<file path="src/rtl/simd_execute_unit_pkg.sv">
// Shared types for the SIMD execute stage.
// Holds the PE opcode encoding used by the top and every lane.
package simd_execute_unit_pkg;

  localparam int OP_SEL_WIDTH = 2;

  typedef enum logic [OP_SEL_WIDTH-1:0] {
    PASS_B = 2'b00,
    ADD    = 2'b01,
    SUB    = 2'b10,
    MUL    = 2'b11
  } pe_op_t;

endpackage

</file>
<file path="src/rtl/simd_execute_unit_pe.sv">
// One SIMD lane: combinational element op plus the lane product.
// All arithmetic wraps to the lane width.
module simd_execute_unit_pe
  import simd_execute_unit_pkg::*;
#(
  parameter int DATA_WIDTH = 8
) (
  input  logic [DATA_WIDTH-1:0] a,
  input  logic [DATA_WIDTH-1:0] b,
  input  pe_op_t                op,
  output logic [DATA_WIDTH-1:0] result,
  output logic [DATA_WIDTH-1:0] product
);

  localparam int PW = 2 * DATA_WIDTH;

  logic signed [PW-1:0] a_ext;
  logic signed [PW-1:0] b_ext;
  logic signed [PW-1:0] full;

  assign a_ext = {{DATA_WIDTH{a[DATA_WIDTH-1]}}, a};
  assign b_ext = {{DATA_WIDTH{b[DATA_WIDTH-1]}}, b};
  assign full  = a_ext * b_ext;

  // The dot path always gets the product, whatever op is selected.
  assign product = full[DATA_WIDTH-1:0];

  always_comb begin
    result = b;
    unique case (op)
      PASS_B: result = b;
      ADD:    result = a + b;
      SUB:    result = a - b;
      MUL:    result = full[DATA_WIDTH-1:0];
    endcase
  end

endmodule

</file>
<file path="src/rtl/simd_execute_unit.sv">
// SIMD execute stage: registered element-wise results and a
// dot-product accumulator feeding a shift register of scalars.
module simd_execute_unit
  import simd_execute_unit_pkg::*;
#(
  parameter int PE_COUNT   = 4,
  parameter int DATA_WIDTH = 8
) (
  input  logic                           clk,
  input  logic                           rstn,
  input  logic [PE_COUNT*DATA_WIDTH-1:0] a,
  input  logic [PE_COUNT*DATA_WIDTH-1:0] b,
  input  logic [OP_SEL_WIDTH-1:0]        pe_op,
  input  logic                           dot_prod_en,
  input  logic                           shift,
  output logic [PE_COUNT*DATA_WIDTH-1:0] elem_out,
  output logic [PE_COUNT*DATA_WIDTH-1:0] dot_out
);

  typedef logic [PE_COUNT-1:0][DATA_WIDTH-1:0] vec_t;

  vec_t   a_v;
  vec_t   b_v;
  vec_t   res;
  vec_t   prod;
  vec_t   elem_q;
  vec_t   dot_q;
  pe_op_t op;

  logic [DATA_WIDTH-1:0] psum;

  assign a_v = vec_t'(a);
  assign b_v = vec_t'(b);
  assign op  = pe_op_t'(pe_op);

  for (genvar i = 0; i < PE_COUNT; i++) begin : g_pe
    simd_execute_unit_pe #(
      .DATA_WIDTH(DATA_WIDTH)
    ) u_pe (
      .a      (a_v[i]),
      .b      (b_v[i]),
      .op     (op),
      .result (res[i]),
      .product(prod[i])
    );
  end

  // Sum of lane products, wrapping at lane width.
  always_comb begin
    psum = '0;
    for (int i = 0; i < PE_COUNT; i++) begin
      psum = psum + prod[i];
    end
  end

  always_ff @(posedge clk or posedge rstn) begin
    if (rstn) begin
      elem_q <= '0;
    end else begin
      elem_q <= res;
    end
  end

  always_ff @(posedge clk or posedge rstn) begin
    if (rstn) begin
      dot_q <= '0;
    end else if (dot_prod_en) begin
      if (shift) begin
        dot_q <= {dot_q[PE_COUNT-2:0], psum};
      end else begin
        dot_q[0] <= dot_q[0] + psum;
      end
    end
  end

  assign elem_out = elem_q;
  assign dot_out  = dot_q;

endmodule

</file>
<file path="config.mk">
export PLATFORM = sky130hd
export DESIGN_NAME = simd_execute_unit
export DESIGN_NICKNAME = d
export VERILOG_FILES = /design/src/rtl/simd_execute_unit_pkg.sv /design/src/rtl/simd_execute_unit_pe.sv /design/src/rtl/simd_execute_unit.sv
export SDC_FILE = /design/constraint.sdc
export NUM_CORES = 1
export LEC_CHECK = 0
export CORE_ASPECT_RATIO = 0.75
export CORE_MARGIN = 2
export CORE_UTILIZATION = 51
export DETAILED_ROUTE_END_ITERATION = 6
export PLACE_DENSITY = 0.79
export SYNTH_ARGS = -nofsm -noshare
export SYNTH_HDL_FRONTEND = slang
export SYNTH_SLANG_ARGS = --single-unit
export TNS_END_PERCENT = 1
</file>
<file path="constraint.sdc">
create_clock -name clk -period 2 [get_ports clk]
set_input_delay 0.4 -clock clk [delete_from_list [all_inputs] [get_ports clk]]
set_output_delay 0.4 -clock clk [all_outputs]
set_load 0.1 [all_outputs]
</file>
* Yosys cells after proc, flatten, opt, wreduce, memory -nomap -nowiden
Index checks and enable logic that the tools add are counted.
Cells by class: add/sub/neg operators 12, divide/modulo/power cells 0, shift operators 0, reductions and logical operators 2, multiply operators 4, multiplexer cells 5, eq/ne operators 3, order comparisons 0, bitwise logic cells 0
Operators with widths (count):
- $pmux 8 s4 | 4
- $add 8x8->8 | 8
- $mul 8x8->8 | 4
- $sub 8x8->8 | 4
- $mux 8 | 1
- $eq 2x2->1 const B | 2
- $eq 2x1->1 const B | 1
- $logic_not 2->1 | 1
- $reduce_and 2->1 | 1
Word-level totals: memory bits (read-only) 0, output and inout port bits 64, bits in latches 0, logic and storage cells 34, RAM bits 0, memories kept 0, bits in registers 64

* Longest topological paths before layout
Gate-level depths: netlist of the first run.
depth in word-level cells 6, depth in mapped cells 25, gate-level depth less buffers 24

* By module
From an unflattened synthesis of the first run, not the netlist that was laid out.
Second synthesis, totals: cells, all modules 1030, area, all modules 9202.6 sq um
By module, submodules not included:
- simd_execute_unit_pe (g_pe[0].u_pe ...) | cells an instance 198, area an instance 1536.5 sq um, times used 3, seq. area each 0.0 sq um
- simd_execute_unit | cells an instance 236, area an instance 2995.4 sq um, times used 1, seq. area each 1601.5 sq um
- simd_execute_unit_pe (g_pe[3].u_pe) | cells an instance 200, area an instance 1597.8 sq um, times used 1, seq. area each 0.0 sq um

* Least setup slack after synthesis of the first run
No wires, ideal clock.
path type input -> register, start input port b[20], end register dot_q, in the netlist dot_out[7], data required time 1.870 ns, setup slack -4.158 ns, data arrival time 6.028 ns, path buffers 1, cell stages on the path 23, cell sequence clkbuf_1 > nand2_1 > fa_1 > fa_1 > inv_1 > ha_1 > inv_1 > fa_1 > inv_1 > fa_1 > fa_1 > inv_1 > fa_1 > inv_1 > ha_1 > xor2_1 > ha_1 > a21oi_1 > o21ai_0 > a21oi_1 > mux2_2 > o22ai_1 > mux2i_1
On the way: cells in the longest elaborated chain, start to end 5
Ends and longest elaborated chain:
- from (decl) | RTL line simd_execute_unit.sv:12 | input logic [PE_COUNT*DATA_WIDTH-1:0] b,
- $mul 8x8->8 * | RTL line simd_execute_unit_pe.sv:23 | assign full = a_ext * b_ext;
- $add 8x8->8 * (2 in series) | RTL line simd_execute_unit.sv:52 | psum = psum + prod[i];
- $add 8x8->8 | RTL line simd_execute_unit.sv:71 | dot_q[0] <= dot_q[0] + psum;
- $mux 8 * | RTL line simd_execute_unit.sv:68 | if (shift) begin
- to (signal assigned) | RTL line simd_execute_unit.sv:69 | dot_q <= {dot_q[PE_COUNT-2:0], psum};
- to (decl) | RTL line simd_execute_unit.sv:27 | vec_t dot_q;
Mark *: on every way between the ends. The rest lies on a longest branch, timed or not. A chain may end at the register's enable or synchronous reset.

* Final worst setup path of the first run
start input port b[3], end register dot_q, in the netlist dot_out[7]
On the way: cells in the longest elaborated chain, start to end 6
Ends and longest elaborated chain (RTL line):
- $mul 8x8->8 * | simd_execute_unit_pe.sv:23
- $add 8x8->8 * (3 in series) | simd_execute_unit.sv:52
- $add 8x8->8 | simd_execute_unit.sv:71
- $mux 8 * | simd_execute_unit.sv:68
Marked as above.

==> results of run 1 <==
==> flip-flops by register name, indices dropped and copies added (netlist names) <==
register  cells
elem_out     32
dot_out      32
==> worst max path at each step <==
stage | startpoint | to | slack [ns] | depth (start not counted)
final | b[3] | dot_out[7]$_DFFE_PP0P_ | -3.79 | 24
after global routing | b[9] | dot_out[7]$_DFFE_PP0P_ | -3.88 | 21
after CTS | b[10] | dot_out[7]$_DFFE_PP0P_ | -3.50 | 24
after detailed placement | a[2] | dot_out[7]$_DFFE_PP0P_ | -4.52 | 23
after global placement | a[2] | dot_out[7]$_DFFE_PP0P_ | -4.30 | 23
after floorplan | a[3] | dot_out[7]$_DFFE_PP0P_ | -3.58 | 22
==> synth_stat cells, drive strengths merged (3+ instances only) <==
library cell | n | area [um2]
mux2 | 30 | 337.8
nand2 | 83 | 314.1
o32ai | 3 | 26.28
ha | 129 | 1614
o21bai | 4 | 30.03
a21o | 15 | 112.6
and2 | 38 | 237.7
mux2i | 4 | 40.04
o22ai | 4 | 25.02
nor2b | 10 | 62.56
clkbuf | 25 | 95.09
a221oi | 13 | 113.9
and3 | 3 | 18.77
a31oi | 16 | 100.1
dfrtp | 64 | 1602
inv | 158 | 593.1
a2bb2oi | 3 | 26.28
xnor2 | 97 | 864.6
xor2 | 27 | 236.5
nor3 | 8 | 40.04
nor2 | 73 | 274.0
nand2b | 7 | 43.79
fa | 67 | 1341
buf | 6 | 30.03
o21ai | 27 | 135.1
a21oi | 64 | 320.3
a21boi | 5 | 37.54
==> kinds of logic (layout without fill, tap and decap cells) <==
group	count (synthesis)	count (layout)
buf+inv	190	552
simple gates	226	226
fa+ha+maj	196	196
xor+xnor	125	125
mux	34	34
compound gates	159	159
flops	64	64
==> area by class of cell <==
class                           instances  area [um2]  share of cell area (%)
Clock buffer                            9       225.2                   1.693
Clock inverter                          6       61.31                  0.4608
Timing Repair Buffer                  378        3079                   23.14
Inverter                              159       604.3                   4.542
Multi-Input combinational cell        740        7463                   56.10
Tap cell                              215       269.0                   2.022
Sequential cell                        64        1602                   12.04
==> layout by cell type, fill, tap and decap left out, types with 5 or more instances in the layout <==
cell type	netlist	final
ha_2	0	5
nor3_1	8	8
buf_2	3	10
o21ai_1	0	12
fa_1	67	55
a21oi_2	0	13
buf_4	1	302
inv_1	158	126
xor2_1	27	23
mux2_2	30	27
a221oi_2	0	8
nor2b_1	10	10
and2_1	38	26
nand2b_1	7	7
dlymetal6s2s_1	0	5
ha_1	129	86
nand2_1	82	69
a21oi_1	64	49
nand2_2	1	12
clkbuf_16	0	9
buf_6	0	17
o21ai_0	27	13
nor2_1	73	64
fa_2	0	12
a31oi_1	16	16
clkdlybuf4s50_1	0	18
buf_12	0	9
xnor2_1	95	90
ha_4	0	38
and2_4	0	12
a21o_1	15	15
dlygate4sd2_1	0	10
nor2_2	0	8
inv_2	0	29
dfrtp_1	64	64
==> worst reg2reg max path, cell delays in order, from the launching register on <==
cell      delay, ns
dfrtp_1        0.38
ha_1           0.23
fa_1           0.38
a21o_1         0.17
a21oi_1        0.23
o21bai_1       0.12
a21oi_2        0.18
xor2_1         0.24
nor2_1         0.10
a21oi_1        0.21
a21oi_1        0.11
==> repair_timing <==
| action | in CTS | in global routing |
|---|---|---|
| pin swaps | 71 | 57 |
| gates resized for setup | 278 | 92 |
| hold buffers | 0 | 0 |
| cloned | 0 | 0 |
| setup endpoints to repair | 36 | 36 |
| buffers inserted | 19 | 8 |
==> per-layer routing <==
| metal | wire [um] | vias to the layer above | GRT usage, % |
|---|---|---|---|
| met1 | 12630 | 4444 | 43.11 |
| li1 | - | 3929 | - |
| met5 | 0 | - | 0 |
| met2 | 15320 | 874 | 54.59 |
| met3 | 4141 | 305 | 7.106 |
| met4 | 2970 | 0 | 16.40 |
==> per-stage QoR <==
stage / hold slack [ns] / TNS (ns)
after floorplan: 0.5210 / -41.83
after global placement: 0.4879 / -72.82
after detailed placement: 0.4950 / -75.00
after CTS: 0.4225 / -44.70
after global routing: 0.4328 / -50.34
final: 0.4096 / -48.19
==> flow_metrics.env, run 1 <==
export IMPL_clk_pin_slew_ns=0.06
export IMPL_die_area_um2=18270
export IMPL_start_kind="input pin"
export IMPL_final_util_pct=79.07
export IMPL_synth_enable_flop_cells=0
export IMPL_insertion_delay_ns=0.34
export IMPL_yosys_area_share_simple_pct=11.63
export IMPL_ant_nets=0
export IMPL_syn_nets=1260
export IMPL_status="finished, violations left"
export IMPL_vias_per_cell=6.080
export IMPL_skew_ns=0.005865
export IMPL_grt_max_degree=41
export IMPL_cp_cell_sequence="buf_4, inv_4, nor2_2, ha_2, inv_2, fa_1, inv_2, ha_4, fa_2, ha_4, fa_2, fa_1, inv_1, fa_1, inv_2, ha_4, xor2_4, ha_4, a21oi_4, o21ai_2, a21oi_2, mux2_4, o22ai_2, mux2i_1"
export IMPL_required_ns=2.21
export IMPL_numPortBuffers=133
export IMPL_drt_pre_antenna_iters=6
export IMPL_post_place_ws_ns=-4.515
export IMPL_rows=41
export IMPL_initial_core_util_pct=52.13
export IMPL_r2r_setup_slack_ns=-0.48
export IMPL_synth_top_family_by_area="adder cells"
export IMPL_drv_cap=0
export IMPL_drt_initial_drc_count=1258
export IMPL_violations="setup timing"
export IMPL_wl_um=35070
export IMPL_critPathTopFamily="adder cells"
export IMPL_setup_slack_ns=-3.791
export IMPL_synth_fa_ha_area_share_pct=33.69
export IMPL_area_growth_pct=51.68
export IMPL_critical_path_buf_inv_count=6
export IMPL_gp_congestion=0.9350
export IMPL_cp_arrival_ns=6.00
export IMPL_ys_warn_count=0
export IMPL_drive_gt1_share_pct=41.52
export IMPL_cpPeakStageDelay_ns=0.56
export IMPL_ys_types=43
export IMPL_async_flop_share_pct=100.0
export IMPL_cts_sinks=64
export IMPL_worstReg2RegEnd="dot_out[6]$_DFFE_PP0P_"
export IMPL_min_period_over_period_pct=289.6
export IMPL_maxSlewViolCount=0
export IMPL_nets=1618
export IMPL_grt_pass1_vias=9491
export IMPL_n_antenna_cell=0
export IMPL_r2r_start="dot_out[0]$_DFFE_PP0P_"
export IMPL_vias=9552
export IMPL_num_io_pins=134
export IMPL_fin_area_um2=13300
export IMPL_hpwlAfterDp_um=21280
export IMPL_place_inst=1531
export IMPL_cp_max_fo=6
export IMPL_ys_seq_area_share_pct=18.26
export IMPL_root_buffer="clkbuf_16"
export IMPL_ys_ff_latch=64
export IMPL_syn_instance_count=994
export IMPL_die_w_um=155.4
export IMPL_worst_pin_slew_ns=0.6356
export IMPL_antenna_found_initial=0
export IMPL_fmax_mhz=172.7
export IMPL_muxShareOfSynthArea_pct=4.308
export IMPL_path_common_cell="ha_4"
export IMPL_setup_violations=34
export IMPL_slew_headroom_pct=57.58
export IMPL_synth_ff_type="dfrtp_1"
export IMPL_numCtsBuffers=9
export IMPL_synth_xor_area_share_pct=12.81
export IMPL_cp_slowest_cell="fa_1"
export IMPL_crit_type="input pin to flip-flop"
export IMPL_hold_path_class="input pin to async pin"
export IMPL_finalCriticalPeriod_ns=5.791
export IMPL_drc=0
export IMPL_wl_per_cell_um=22.32
export IMPL_core_um2=16830
export IMPL_reg2reg_depth=10
export IMPL_instances_no_fill=1571
export IMPL_gr_total_overflow=0
export IMPL_hold_violations=0
export IMPL_dpl_instance_area_um2=11970
export IMPL_htree_levels=3
export IMPL_synth_compound_area_share_pct=11.07
export IMPL_grt_usage_pct=33.77
export IMPL_clockBufferDepth=2
export IMPL_rsz0062_at_grt="true"
export IMPL_cp_end_kind="flip-flop"
export IMPL_grt_pass1_wl_um=48630
export IMPL_postSynthAreaPerCell_um2=8.824
export IMPL_synth_area_um2=8771
export IMPL_cts_tree="built"
export IMPL_die_y_um=117.6
export IMPL_fill_cells=880
Power of run 1 is not shown: default switching activity piles up to over one toggle a cycle in this logic, so the estimate is an artifact.
==> run 2, diff against run 1 <==
- CORE_UTILIZATION: 51 -> 52
- CTS_BUF_LIST: not set -> sky130_fd_sc_hd__clkbuf_4 sky130_fd_sc_hd__clkbuf_8
- CTS_CLUSTER_SIZE: not set -> 28
- PLACE_DENSITY: 0.79 -> 0.8
==> run 2 against run 1 <==
  * The run still ends with setup timing left
  * Non-clock buffer count shrank 24
  * Die area down 1.9%
  * Register-to-register slack got worse by 0.15 ns
  * Sequential cell count unchanged
  * Highest routed layer unchanged
==> flow_metrics.env, run 2 (synthesis gave the netlist of run 1 again) <==
export IMPL_antenna_found_initial=0
export IMPL_numPortBuffers=133
export IMPL_hold_path_class="input pin to async pin"
export IMPL_cp_max_fo=4
export IMPL_drc=0
export IMPL_status="finished, violations left"
export IMPL_numCtsBuffers=9
export IMPL_initial_core_util_pct=52.61
export IMPL_wl_per_cell_um=22.39
export IMPL_final_common_cell="buf_4"
export IMPL_htree_levels=3
export IMPL_n_antenna_cell=0
export IMPL_hold_ws_ns=0.4250
export IMPL_clockBufferDepth=2
export IMPL_cp_end_kind="flip-flop"
export IMPL_fmax_mhz=167.1
export IMPL_die_w_um=154.0
export IMPL_gp_congestion=0.9775
export IMPL_setup_slack_ns=-3.986
export IMPL_num_io_pins=134
export IMPL_ant_nets=0
export IMPL_gr_total_overflow=0
export IMPL_r2r_setup_slack_ns=-0.63
export IMPL_cts_hold_buf=0
export IMPL_insertion_delay_ns=0.38
export IMPL_nets=1594
export IMPL_slew_headroom_pct=70.24
export IMPL_vias_per_cell=6.006
export IMPL_final_util_pct=78.45
export IMPL_required_ns=2.27
export IMPL_root_buffer="clkbuf_8"
export IMPL_grt_max_degree=65
export IMPL_drt_pre_antenna_iters=7
export IMPL_drive_gt1_share_pct=39.91
export IMPL_cp_arrival_ns=6.25
export IMPL_maxSlewViolCount=0
export IMPL_reg2reg_depth=10
export IMPL_final_cell_mix="buf_4 (277), inv_1 (130), xnor2_1 (88), ha_1 (83), nand2_1 (70)"
export IMPL_cts_sinks=64
export IMPL_die_y_um=116.5
export IMPL_rsz0062_at_grt="true"
export IMPL_clk_pin_slew_ns=0.10
export IMPL_skew_ns=0.02061
export IMPL_start_kind="input pin"
export IMPL_worst_pin_slew_ns=0.4459
export IMPL_wl_um=34650
export IMPL_die_area_um2=17930
export IMPL_hpwlAfterDp_um=21670
export IMPL_grt_usage_pct=33.56
export IMPL_grt_pass1_vias=9309
export IMPL_setup_violations=35
export IMPL_grt_pass1_wl_um=46690
export IMPL_hold_violations=0
export IMPL_rows=41
export IMPL_violations="setup timing"
export IMPL_cts_tree="built"
export IMPL_min_period_over_period_pct=299.3
export IMPL_vias=9298
export IMPL_area_growth_pct=49.13
export IMPL_core_um2=16670
export IMPL_crit_type="input pin to flip-flop"
export IMPL_drv_cap=0
export IMPL_finalCriticalPeriod_ns=5.986
export IMPL_drt_initial_drc_count=1273
==> run 2: changes by cell type in the layout (fill, tap and decap cells not counted), moves of 4 or more <==
cell            previous run  this run
clkbuf_8                   0         9
dlymetal6s2s_1             5         9
o21ai_1                   12         8
dlygate4sd2_1             10         4
clkbuf_16                  9         0
a21oi_2                   13         9
nor2_1                    64        68
inv_2                     29        24
nor2_2                     8         4
inv_1                    126       130
buf_4                    302       277
==> run 2: what timing repair did <==
action / 4_1_cts / 5_1_grt
setup endpoints to repair: 36 / 36
pin swaps: 57 / 52
setup buffers: 5 / 2
resized for setup: 276 / 88
gates cloned: 0 / 0
==> run 2: layout make-up <==
| class | instances | area [um2] |
|---|---|---|
| clock buffer | 9 | 123.9 |
| clock inverter | 7 | 102.6 |
| fill | 910 | 3592 |
| inverter | 159 | 606.8 |
| multi-input combinational | 740 | 7475 |
| sequential | 64 | 1602 |
| tap | 215 | 269.0 |
| timing repair buffer | 354 | 2902 |
==> run 2: critical path, stage by stage <==
cell,delay (ns)
buf_8,0.10
and2_4,0.15
ha_4,0.27
inv_4,0.03
fa_1,0.52
inv_2,0.06
ha_4,0.25
fa_1,0.62
ha_2,0.29
fa_2,0.47
fa_1,0.58
inv_2,0.05
fa_1,0.55
inv_2,0.07
ha_4,0.31
xor2_4,0.20
ha_4,0.26
a21oi_4,0.18
o21ai_4,0.09
a21oi_4,0.16
mux2_4,0.32
o22ai_1,0.19
mux2i_1,0.11
==> run 2: routing by layer <==
| metal | global-route usage, % | share of wire (%) | wire length (um) |
|---|---|---|---|
| met1 | 41.16 | 36 | 12310 |
| met2 | 56.32 | 45 | 15640 |
| met3 | 8.126 | 12 | 4090 |
| met4 | 16.70 | 7.5 | 2615 |
| met5 | 0 | 0 | 0 |
==> run 2: per-stage QoR <==
step                      instances  worst slack [ns]  TNS, ns  cell area [um2]
after floorplan                 994            -3.575   -41.83             9005
after global placement         1525            -4.310   -73.27            11930
after detailed placement       1525            -4.479   -76.10            11930
after CTS                      1546            -3.469   -44.71            12730
after global routing           1548            -4.007   -48.20            13080
final                          1548            -3.986   -46.16            13080
==> run 2: final timing paths <==
kind | start | to
setup / recovery | a[12] | dot_out[7]$_DFFE_PP0P_
hold / removal | rstn | dot_out[0]$_DFFE_PP0P_
setup reg to reg | dot_out[0]$_DFFE_PP0P_ | dot_out[6]$_DFFE_PP0P_
hold reg to reg | dot_out[24]$_DFFE_PP0P_ | dot_out[24]$_DFFE_PP0P_
max in group asynchronous | rstn | dot_out[26]$_DFFE_PP0P_
min in group clk | b[11] | elem_out[11]$_DFF_PP0_
Power of run 2 is left out for the same reason.
==> run 3, diff against run 2 <==
- CORE_ASPECT_RATIO: 0.75 -> not set
- CORE_UTILIZATION: 52 -> 45
- PLACE_DENSITY: 0.8 -> 0.71
==> run 3 against run 2 <==
  * The run still ends with setup timing left
  * Routed wire length is 28% lower
  * Setup slack better by 0.62 ns
  * Sequential cell count stayed put
  * Utilization is 10 points lower
  * Final cell count is 4.5% higher
  * Critical path depth is 3 lower
  * Global-route usage is 9.1 points lower
  * First-iteration DRC count is 66% lower
  * Sequential share of layout area is 0.11 points lower
  * Largest cell class unchanged
==> flow_metrics.env, run 3 (synthesis gave the netlist of run 1 again) <==
export IMPL_status="finished, violations left"
export IMPL_violations="setup timing"
export IMPL_vias=8051
export IMPL_power_density_nw_per_um2=1882
export IMPL_num_io_pins=134
export IMPL_clk_pin_slew_ns=0.08
export IMPL_numCtsBuffers=9
export IMPL_setup_violations=33
export IMPL_nets=1612
export IMPL_cts_tree="built"
export IMPL_finalCriticalPeriod_ns=5.364
export IMPL_gr_total_overflow=0
export IMPL_required_ns=2.25
export IMPL_peakVddDrop_uv=2323
export IMPL_drv_cap=0
export IMPL_final_cell_mix="buf_4 (302), inv_1 (122), xnor2_1 (90), ha_1 (88), nand2_1 (68)"
export IMPL_hpwlAfterDp_um=20090
export IMPL_hold_violations=0
export IMPL_htree_levels=3
export IMPL_core_um2=19270
export IMPL_rows=51
export IMPL_wl_um=25060
export IMPL_grt_usage_pct=24.44
export IMPL_dpl_instance_area_um2=12060
export IMPL_cp_end_kind="flip-flop"
export IMPL_ant_nets=0
export IMPL_cp_arrival_ns=5.61
export IMPL_die_w_um=143.6
export IMPL_crit_type="input pin to flip-flop"
export IMPL_die_area_um2=20620
export IMPL_cts_sinks=64
export IMPL_reg2reg_depth=10
export IMPL_initial_core_util_pct=45.51
export IMPL_numPortBuffers=133
export IMPL_slew_headroom_pct=61.89
export IMPL_fill_cells=1508
export IMPL_drc=0
export IMPL_root_buffer="clkbuf_8"
export IMPL_grt_max_degree=65
export IMPL_min_period_over_period_pct=268.2
export IMPL_drt_initial_drc_count=427
export IMPL_area_growth_pct=50.50
export IMPL_clockBufferDepth=2
export IMPL_antenna_found_initial=1
export IMPL_skew_ns=0.01210
export IMPL_maxSlewViolCount=0
export IMPL_fmax_mhz=186.4
export IMPL_wl_per_cell_um=15.50
export IMPL_r2r_start="dot_out[0]$_DFFE_PP0P_"
export IMPL_p_leak_nw=6.506
export IMPL_drive_gt1_share_pct=41.45
export IMPL_drt_pre_antenna_iters=5
export IMPL_worstReg2RegEnd="dot_out[6]$_DFFE_PP0P_"
export IMPL_fin_area_um2=13200
export IMPL_cp_max_fo=6
export IMPL_grt_pass1_wl_um=39950
export IMPL_r2r_setup_slack_ns=-0.20
export IMPL_worst_pin_slew_ns=0.5716
export IMPL_insertion_delay_ns=0.37
export IMPL_start_kind="input pin"
export IMPL_final_common_cell="buf_4"
export IMPL_die_y_um=143.6
export IMPL_post_place_ws_ns=-4.437
export IMPL_hold_path_class="input pin to async pin"
export IMPL_grt_pass1_vias=8413
export IMPL_setup_slack_ns=-3.364
export IMPL_vias_per_cell=4.979
export IMPL_rsz0062_at_grt="true"
export IMPL_gp_congestion=0.9208
## run 3: cell count changes in the layout (fill, tap and decap cells not counted), moves of 5 or more
cell   before  now
buf_2      13    3
buf_4     277  302
ha_1       83   88
inv_1     130  122
inv_2      24   33
fa_1       55   50
fa_2       12   17
## run 3: worst max path at each step
stage / end / startpoint / slack, ns / cells past startpoint
2_1_floorplan: dot_out[7]$_DFFE_PP0P_ / a[3] / -3.58 / 22
3_3_place_gp: dot_out[7]$_DFFE_PP0P_ / a[11] / -4.34 / 23
3_5_place_dp: dot_out[7]$_DFFE_PP0P_ / b[3] / -4.44 / 23
4_1_cts: dot_out[7]$_DFFE_PP0P_ / a[4] / -3.41 / 23
5_1_grt: dot_out[7]$_DFFE_PP0P_ / a[4] / -3.47 / 23
6_report: dot_out[7]$_DFFE_PP0P_ / b[17] / -3.36 / 20
## run 3: timing repair
action / in CTS / in global routing
endpoints found under the setup margin: 36 / 36
setup buffers: 12 / 3
resized for setup: 300 / 85
hold buffers: 0 / 0
pin swaps: 91 / 55
## run 3: layout make-up
type | instances | area [um2] | area share [%]
repair buffers | 372 | 3052 | 23.12
multi-input cells | 740 | 7356 | 55.72
clock buffers | 10 | 137.6 | 1.043
clock inverters | 6 | 115.1 | 0.8720
well taps | 265 | 331.6 | 2.512
flip-flops and latches | 64 | 1602 | 12.13
inverters | 159 | 604.3 | 4.578
diodes | 1 | 2.502 | 0.01896
## run 3: layer usage
layer	vias to the layer above	routed length, um	track usage (%)
li1	3927	-	-
met1	3845	11010	31.04
met2	242	12280	43.21
met3	37	1393	4.499
met4	0	368	5.521
met5	-	0	0
## run 3: power breakdown
group / switching [W] / total (W) / internal (W)
Clock: 0.000588 / 0.00146 / 0.000869
Sequential: 0.000329 / 0.00213 / 0.00181
Combinational: 0.0113 / 0.0213 / 0.00999
Total: 0.0122 / 0.0248 / 0.0127
## run 3: per-stage QoR
stage                     TNS [ns]  instances  hold slack [ns]  util, %  power [W]
after floorplan             -41.83        994           0.5210        -    0.01514
final                       -40.99       1617           0.4269    68.50    0.02485
after CTS                   -42.53       1616           0.4302    67.07    0.02434
after global routing        -44.33       1616           0.4361    68.48    0.02638
after global placement      -73.97       1588           0.4880    62.58    0.01976
after detailed placement    -75.55       1588           0.4940    62.58    0.02023
## run 3: worst max-delay path: stages
cell and delay (ns):
buf_4 0.13, and2_1 0.15, ha_1 0.31, fa_1 0.55, ha_4 0.21, fa_1 0.50, ha_4 0.19, fa_2 0.36
xnor2_2 0.16, buf_4 0.15, fa_1 0.49, fa_1 0.55, inv_2 0.05, ha_4 0.25, xnor2_2 0.15, ha_1 0.33
a21oi_2 0.20, mux2_4 0.32, o22ai_2 0.08, mux2i_1 0.09
Note: power is estimated with default switching activity, not from simulation.
